File: config.mk
export PLATFORM = sky130hd
export DESIGN_NAME = mips_boot_arbiter
export DESIGN_NICKNAME = d
export VERILOG_FILES = /design/src/rtl/mips_boot_arbiter_pkg.sv /design/src/rtl/boot_addr_counter.sv /design/src/rtl/mips_boot_arbiter.sv
export SDC_FILE = /design/constraint.sdc
export NUM_CORES = 1
export LEC_CHECK = 0
export ABC_AREA = 1
export CORE_MARGIN = 2
export CORE_UTILIZATION = 39
export DETAILED_ROUTE_END_ITERATION = 8
export PLACE_DENSITY = 0.79
export SLEW_MARGIN = 20
export SYNTH_ARGS = -nofsm -noshare
export SYNTH_HDL_FRONTEND = slang
export SYNTH_SLANG_ARGS = --single-unit
File: constraint.sdc
create_clock -name clk -period 2 [get_ports clk]
set_clock_uncertainty 0.2 [all_clocks]
set_input_delay 0.4 -clock clk [delete_from_list [all_inputs] [get_ports clk]]
set_output_delay 0.4 -clock clk [all_outputs]
set_load 0.02 [all_outputs]
File: src/rtl/mips_boot_arbiter_pkg.sv
// Shared definitions for the mips boot arbiter: FSM state encoding.
package mips_boot_arbiter_pkg;
  typedef enum logic [1:0] {
    ST_INIT   = 2'd0,
    ST_BOOT   = 2'd1,
    ST_SETTLE = 2'd2,
    ST_RUN    = 2'd3
  } state_e;
endpackage

File: src/rtl/boot_addr_counter.sv
// Loadable, clearable WIDTH-bit counter that sticks at all-ones instead of wrapping.
module boot_addr_counter #(
  parameter int WIDTH = 8
) (
  input  logic             clk,
  input  logic             rst_n,
  input  logic             i_clr,
  input  logic             i_load,
  input  logic [WIDTH-1:0] i_load_val,
  input  logic             i_inc,
  output logic [WIDTH-1:0] o_cnt
);
  localparam logic [WIDTH-1:0] CNT_MAX = '1;

  logic [WIDTH-1:0] r_cnt;

  // Clear wins over load so a restart can never be masked by a load.
  always_ff @(posedge clk or negedge rst_n) begin
    if (!rst_n)                          r_cnt <= '0;
    else if (i_clr)                      r_cnt <= '0;
    else if (i_load)                     r_cnt <= i_load_val;
    else if (i_inc && r_cnt != CNT_MAX)  r_cnt <= r_cnt + 1'b1;
  end

  assign o_cnt = r_cnt;
endmodule

File: src/rtl/mips_boot_arbiter.sv
// Owns the byte-wide memory port: loader streams the image while the core is held
// in reset, then the core gets a combinational pass-through until the next reload.
module mips_boot_arbiter
  import mips_boot_arbiter_pkg::*;
#(
  parameter int WIDTH = 8
) (
  input  logic             clk,
  input  logic             rst,
  input  logic             ld_valid,
  input  logic [WIDTH-1:0] ld_data,
  input  logic             ld_last,
  output logic             ld_ready,
  input  logic             reload,
  input  logic             cpu_memread,
  input  logic             cpu_memwrite,
  input  logic [WIDTH-1:0] cpu_adr,
  input  logic [WIDTH-1:0] cpu_writedata,
  output logic [WIDTH-1:0] cpu_memdata,
  output logic             cpu_rst,
  output logic [WIDTH-1:0] mem_adr,
  output logic [WIDTH-1:0] mem_wd,
  output logic             mem_we,
  output logic             mem_re,
  input  logic [WIDTH-1:0] mem_rd,
  output logic             boot_done,
  output logic [WIDTH-1:0] load_count
);
  localparam logic [WIDTH-1:0] ADR_MAX = '1;

  state_e           r_state;
  state_e           w_next;
  logic [WIDTH-1:0] w_ld_addr;
  logic             w_xfer;
  logic             w_full;

  assign w_xfer = (r_state == ST_BOOT) && ld_valid;
  assign w_full = (w_ld_addr == ADR_MAX);

  always_ff @(posedge clk or negedge rst) begin
    if (!rst) r_state <= ST_INIT;
    else      r_state <= w_next;
  end

  always_comb begin
    w_next = r_state;
    case (r_state)
      ST_INIT:   w_next = ST_BOOT;
      // A reload in the same cycle as the final byte restarts rather than finishing.
      ST_BOOT:   if (reload)                             w_next = ST_BOOT;
                 else if (w_xfer && (ld_last || w_full)) w_next = ST_SETTLE;
      ST_SETTLE: w_next = reload ? ST_BOOT : ST_RUN;
      ST_RUN:    if (reload) w_next = ST_BOOT;
      default:   w_next = ST_INIT;
    endcase
  end

  boot_addr_counter #(.WIDTH(WIDTH)) u_ld_addr (
    .clk        (clk),
    .rst_n      (rst),
    .i_clr      (reload),
    .i_load     (1'b0),
    .i_load_val ('0),
    .i_inc      (w_xfer),
    .o_cnt      (w_ld_addr)
  );

  boot_addr_counter #(.WIDTH(WIDTH)) u_load_count (
    .clk        (clk),
    .rst_n      (rst),
    .i_clr      (reload),
    .i_load     (1'b0),
    .i_load_val ('0),
    .i_inc      (w_xfer),
    .o_cnt      (load_count)
  );

  // Core strobes reach memory only in RUN; otherwise the port idles unless a byte lands.
  always_comb begin
    mem_adr = '0;
    mem_wd  = '0;
    mem_we  = 1'b0;
    mem_re  = 1'b0;
    case (r_state)
      ST_BOOT: if (w_xfer) begin
        mem_we  = 1'b1;
        mem_adr = w_ld_addr;
        mem_wd  = ld_data;
      end
      ST_RUN: begin
        mem_adr = cpu_adr;
        mem_wd  = cpu_writedata;
        mem_we  = cpu_memwrite;
        mem_re  = cpu_memread;
      end
      default: ;
    endcase
  end

  assign ld_ready    = (r_state == ST_BOOT);
  assign cpu_rst     = (r_state != ST_RUN);
  assign boot_done   = (r_state == ST_RUN);
  assign cpu_memdata = mem_rd;
endmodule

==> results of run 1 <==
## cells in the final DEF, fill, tap and decap left out, types with 5 or more instances in the layout
cell	count
o21ai_2	5
buf_4	18
a32o_1	7
nor2_1	16
buf_6	24
nand2_2	11
inv_1	16
o21ai_0	7
inv_2	6
clkdlybuf4s50_1	34
o21ai_1	8
nand2_1	38
dfrtp_1	17
nand3_1	12
## worst register-to-register path: cells and delay by family, from the launching register on
family | cells | cell delay, ns
adder cells (fa/ha/maj) | 1 | 0.19
buffers and inverters | 6 | 0.77
flip-flops | 1 | 0.46
AND/OR/NAND/NOR | 3 | 0.22
AO/OA/AOI/OAI | 1 | 0.14
## repair_timing
item / CTS / global route
resized for setup: 118 / 57
pin swaps: 1 / 4
setup endpoints to repair: 21 / 38
gates cloned: 1 / 1
buffers inserted: 4 / 7
## flip-flops by register name, indices dropped and copies added, names as in the netlist
register,flops
u_ld_addr.o_cnt,8
u_load_count.o_cnt,8
r_state,2
## worst paths after layout
path / from / to / slack, ns / depth (start not counted)
worst max-delay path: r_state[0] / mem_we / -0.19 / 7
worst min-delay path: rst / u_ld_addr.o_cnt[2] / 0.23 / 2
worst max register to register: r_state[0] / u_load_count.o_cnt[3] / -0.06 / 11
worst min register to register: u_load_count.o_cnt[1] / u_load_count.o_cnt[1] / 0.34 / 2
max in group asynchronous: rst / r_state[0] / 1.16 / 2
min in group clk: u_load_count.o_cnt[1] / u_load_count.o_cnt[1] / 0.34 / 2
## logic make-up (layout without fill, tap and decap cells)
kind of cell / after synthesis / count (layout) / share of synthesized area
buffers and inverters: 38 / 113 / 0.135
multiplexers: 1 / 1 / 0.00735
AND/OR/NAND/NOR: 92 / 92 / 0.298
XOR/XNOR: 2 / 2 / 0.0129
AO/OA/AOI/OAI: 34 / 34 / 0.162
flip-flops: 18 / 18 / 0.331
adder cells (fa/ha/maj): 6 / 6 / 0.0551
## power groups by stage
stage	Combinational (mW)	Sequential, mW	Clock, mW
5_1_grt	1.37	0.456	0.205
6_report	1.28	0.453	0.182
2_1_floorplan	0.516	0.467	0
4_1_cts	1.04	0.453	0.182
3_3_place_gp	0.938	0.451	0
3_5_place_dp	0.946	0.452	0
## stage by stage
step | worst slack (ns) | instance area [um^2] | utilization | instances | TNS (ns)
5_1_grt | -0.245 | 2340 | 0.703 | 312 | -4.64
4_1_cts | -0.140 | 2110 | 0.633 | 306 | -1.92
3_5_place_dp | -0.597 | 2050 | 0.614 | 298 | -9.44
3_3_place_gp | -0.516 | 2050 | 0.614 | 298 | -8.73
6_report | -0.193 | 2340 | 0.703 | 312 | -2.51
2_1_floorplan | -0.0180 | 1360 | - | 191 | -0.0970
## final cells by class
class | instances | area (um^2) | area share
timing repair buffer | 84 | 847 | 0.361
sequential | 18 | 452 | 0.193
multi-input combinational | 135 | 857 | 0.366
inverter | 25 | 101 | 0.0432
tap | 46 | 57.6 | 0.0245
timing repair inverter | 1 | 7.51 | 0.00320
clock buffer | 3 | 22.5 | 0.00961
## layer usage
| layer | vias up | routed length, um | share of wire |
|---|---|---|---|
| met3 | 8 | 250 | 0.057 |
| met1 | 724 | 1840 | 0.42 |
| met4 | 0 | 56 | 0.013 |
| met2 | 46 | 2260 | 0.51 |
| li1 | 777 | - | - |
| met5 | - | 0 | 0 |
==> impl_metrics.csv, run 1 <==
group,metric,value,unit
run_status,status,"finished with violations",
run_status,violations,"setup timing",
sta,slew_headroom,0.739,
run,max_cap_violations,0,
pwr,clkPwrFrac,0.095,
routing,firstDrtPassIters,4,
setup_path,critPathBufInv,5,
setup_path,crit_required,1.40,ns
pwr,power_density,819,nW/um^2
clock_tree,root_buffer,"clkbuf_4",
pwr,switching_power,813,uW
synth,ys_top_cells_by_count,"48 x nand2_1, 20 x inv_1, 18 x dfrtp_1",
synth,post-synth-top-count-cell,"nand2_1",
sta,hold_viol_final,0,
global_route,use_met1,0.265,
sta,rsz0062_at_grt,"yes",
global_route,grt_max_degree,19,
sta,fin_crit_sh,1.10,
pwr,p_comb_frac,0.669,
synth,synth.area.top_cells,"dfrtp_1 33%, nand2_1 13%, a32o_1 6.6%, ha_1 5.5%, inv_1 5.5%",
min_path,hold_class,"input port to asynchronous set/reset pin",
synth,synth_fp_nets,236,
synth,syn_avg_cell_area,7.13,um^2
final_layout,drive_gt1_frac,0.342,
global_route,grt_overflow_total,0,
clock_tree,htree_num_levels,1,
sta,layout_min_cycle_time,2.19,ns
global_route,grt_busiest_layer,"met2",
synth,syn_area,1360,um^2
die,coreArea,3340,um^2
pwr,total_power,1.92,mW
setup_path,arrival,1.59,ns
die,io_pins,76,
synth,synth-seq-cells,18,
die,initial_utilization,0.408,
place,hpwl,2.95,mm
sta,whs,0.227,ns
setup_path,crit_path_end_kind,"output port",
sta,timing.fmax,0.456,GHz
sta,maxSlewViolCount,0,
clock_tree,numCtsBuffers,3,
synth,synthCells,191,
clock_tree,clock-sinks,18,
global_route,grt_usage,0.207,
setup_path,startpoint_type,"register",
clock_tree,cts_tree,"yes",
place,numPortBuffers,59,
die,die_h,63.1,um
sta,setup_viol_count_final,24,
die,die_w,63.1,um
synth,synth-edff-count,0,
routing,via_per_inst,4.98,
routing,drt_wl_total,4.41,mm
synth,synth_cell_types,26,
pwr,p_int,1.11,mW
clock_tree,clk_latency,0.29,ns
setup_path,cp_top_family,"buffers and inverters",
global_route,antenna_found_initial,0,
clock_tree,cts_max_path_buffers,2,
pwr,ir_drop,0.793,mV
routing,vias,1555,
final_layout,syn_to_final_growth,72.1,%
final_layout,finalNetCount,313,
synth,synth_top_area_frac,0.331,
setup_path,cp_max_fo,4,
place,finalWeightedCongestion,0.861,
global_route,gr-usage-met2,0.346,
synth,synth_top_area_cell,"dfrtp_1",
routing,drc,0,
sta,final.setup.worst_slack,-0.193,ns
routing,initialDrtViolationCount,73,
synth,synthFlopType,"dfrtp_1",
global_route,grt_pass1_wl,6.73,mm
sta,tightest_slew,0.390,ns
pwr,seq_power_share,0.236,
pwr,netSwitchingFraction,0.424,
die,rows,21,
final_layout,nFillCells,258,
setup_path,timing.critical_path.cells,"buf_6, ha_4, buf_4, buf_4, inv_4, a21oi_2, buf_6",
final_layout,diodes,0,
setup_path,slowest_delay,0.46,ns
setup_path,crit_slowest_cell,"dfrtp_2",
die,dieArea,3980,um^2
clock_tree,ctsHoldBuffers,0,
global_route,grt_pass1_vias,1536,
routing,wl_per_cell,14.1,um
setup_path,critPathKind,"register to output port",
global_route,grt_use_met3,0.0518,
pwr,p_leak,1.10,nW
synth,ys_warn_count,0,
routing,ant_nets,0,
synth,synth_async_sr_flop_share,1.00,
clock_tree,path_clk_slew,0.10,ns
synth,synth-seq-area-share,0.331,
No activity file was read; power rests on OpenSTA's default activity.
==> run 2, diff against run 1 <==
CORE_ASPECT_RATIO = 1.4   (was not set)
==> impl_metrics.csv, run 2 (synthesis results as in run 1) <==
group,metric,value,unit
setup_path,cp_top_family,"flip-flops",
setup_path,startpoint_type,"register",
global_route,grt_use_met3,0.0281,
routing,drt_wl_total,3.81,mm
pwr,p_leak,0.982,nW
place,dp_cells,289,
global_route,grt_busiest_layer,"met2",
final_layout,layout_commonest_cell,"nand2_1",
place,hpwl,2.78,mm
setup_path,arrival,1.54,ns
global_route,grt_usage,0.192,
sta,layout_min_cycle_time,2.14,ns
sta,rsz0062_at_grt,"yes",
final_layout,diodes,0,
sta,hold_viol_final,0,
global_route,gr-usage-met2,0.352,
final_layout,drive_gt1_frac,0.287,
setup_path,critPathBufInv,2,
clock_tree,clk_latency,0.25,ns
clock_tree,clock-sinks,18,
place,numPortBuffers,59,
sta,slew_headroom,0.794,
die,dieArea,3990,um^2
die,die_w,54.0,um
place,finalWeightedCongestion,0.803,
global_route,grt_max_degree,19,
routing,via_per_inst,4.98,
sta,final.setup.worst_slack,-0.140,ns
run,max_cap_violations,0,
global_route,grt_pass1_wl,5.80,mm
die,initial_utilization,0.407,
routing,initialDrtViolationCount,18,
sta,setup_viol_count_final,13,
pwr,power_density,836,nW/um^2
die,die_h,73.9,um
min_path,hold_class,"input port to asynchronous set/reset pin",
sta,fin_crit_sh,1.07,
global_route,antenna_found_initial,0,
setup_path,crit_slowest_cell,"dfrtp_2",
final_layout,syn_to_final_growth,60.4,%
routing,drc,0,
clock_tree,numCtsBuffers,3,
clock_tree,cts_tree,"yes",
setup_path,crit_required,1.40,ns
sta,maxSlewViolCount,0,
pwr,ir_drop,0.631,mV
run_status,violations,"setup timing",
global_route,grt_overflow_total,0,
sta,fin_setup_tns,-0.896,ns
final_layout,layoutNonFillerInstCount,298,
setup_path,timing.critical_path.cells,"ha_4, nand2_4, clkinvlp_4, a32o_1, buf_2",
clock_tree,path_clk_slew,0.07,ns
routing,firstDrtPassIters,4,
global_route,grt_pass1_vias,1368,
die,rows,25,
clock_tree,cts_max_path_buffers,2,
clock_tree,root_buffer,"clkbuf_8",
final_layout,finalNetCount,305,
run_status,status,"finished with violations",
routing,vias,1485,
setup_path,crit_path_end_kind,"output port",
setup_path,critPathKind,"register to output port",
final_layout,final_cell_mix,"45 x nand2_1, 37 x clkdlybuf4s50_1, 20 x buf_4",
sta,tightest_slew,0.309,ns
clock_tree,htree_num_levels,1,
setup_path,cp_max_fo,5,
global_route,use_met1,0.223,
routing,wl_per_cell,12.8,um
die,io_pins,76,
setup_path,slowest_delay,0.46,ns
sta,timing.fmax,0.467,GHz
routing,ant_nets,0,
die,coreArea,3350,um^2
## run 2: cell types whose count changed in the layout (fill, tap and decap cells not counted), sizes merged
cell	previous run	this run
buf	45	36
clkdlybuf4s50	34	37
clkbuf	4	5
dlymetal6s2s	3	0
## run 2: timing repair
| item | 4_1_cts | 5_1_grt |
|---|---|---|
| gates cloned | 1 | 0 |
| gates resized for setup | 104 | 37 |
| setup buffers | 2 | 3 |
| hold buffers | 0 | 0 |
| pin swaps | 2 | 3 |
| endpoints found under the setup margin | 21 | 23 |
## run 2: metrics by stage
step | power (mW) | hold slack, ns | util | instance area [um^2] | setup slack (ns)
after detailed placement | 1.39 | 0.331 | 0.603 | 2020 | -0.583
after global placement | 1.38 | 0.318 | 0.603 | 2020 | -0.552
final | 1.83 | 0.272 | 0.653 | 2190 | -0.140
after global routing | 1.95 | 0.293 | 0.653 | 2190 | -0.202
after CTS | 1.70 | 0.282 | 0.616 | 2060 | -0.134
after floorplan | 0.983 | -0.0956 | - | 1360 | -0.0180
## run 2: final timing paths
kind	from	slack, ns	cells after the start	to
max in group asynchronous	rst	1.11	2	r_state[0]
setup / recovery	r_state[0]	-0.14	5	mem_wd[7]
hold / removal	rst	0.27	2	u_ld_addr.o_cnt[1]
hold reg to reg	u_load_count.o_cnt[1]	0.34	2	u_load_count.o_cnt[1]
min in group clk	u_load_count.o_cnt[1]	0.34	2	u_load_count.o_cnt[1]
setup reg to reg	r_state[0]	0.02	10	u_load_count.o_cnt[3]
## run 2: layer usage
layer  up-vias  wire length [um]
met5         -                 0
met4         0                25
met3         4               278
met2        49              1980
met1       675              1530
li1        757                 -
## run 2: report_power, final
group	total, mW	internal, mW	switching (mW)	leakage, nW
Sequential	0.459	0.407	0.0514	0.245
Clock	0.251	0.134	0.118	0.0216
Combinational	1.12	0.531	0.587	0.715
## run 2: layout make-up
class / instances / area (um^2)
repair inverters: 1 / 7.51
well taps: 40 / 50.0
clock buffers: 3 / 41.3
inverters: 25 / 98.8
multi-input cells: 135 / 830
fillers: 287 / 1160
flip-flops and latches: 18 / 452
repair buffers: 76 / 707
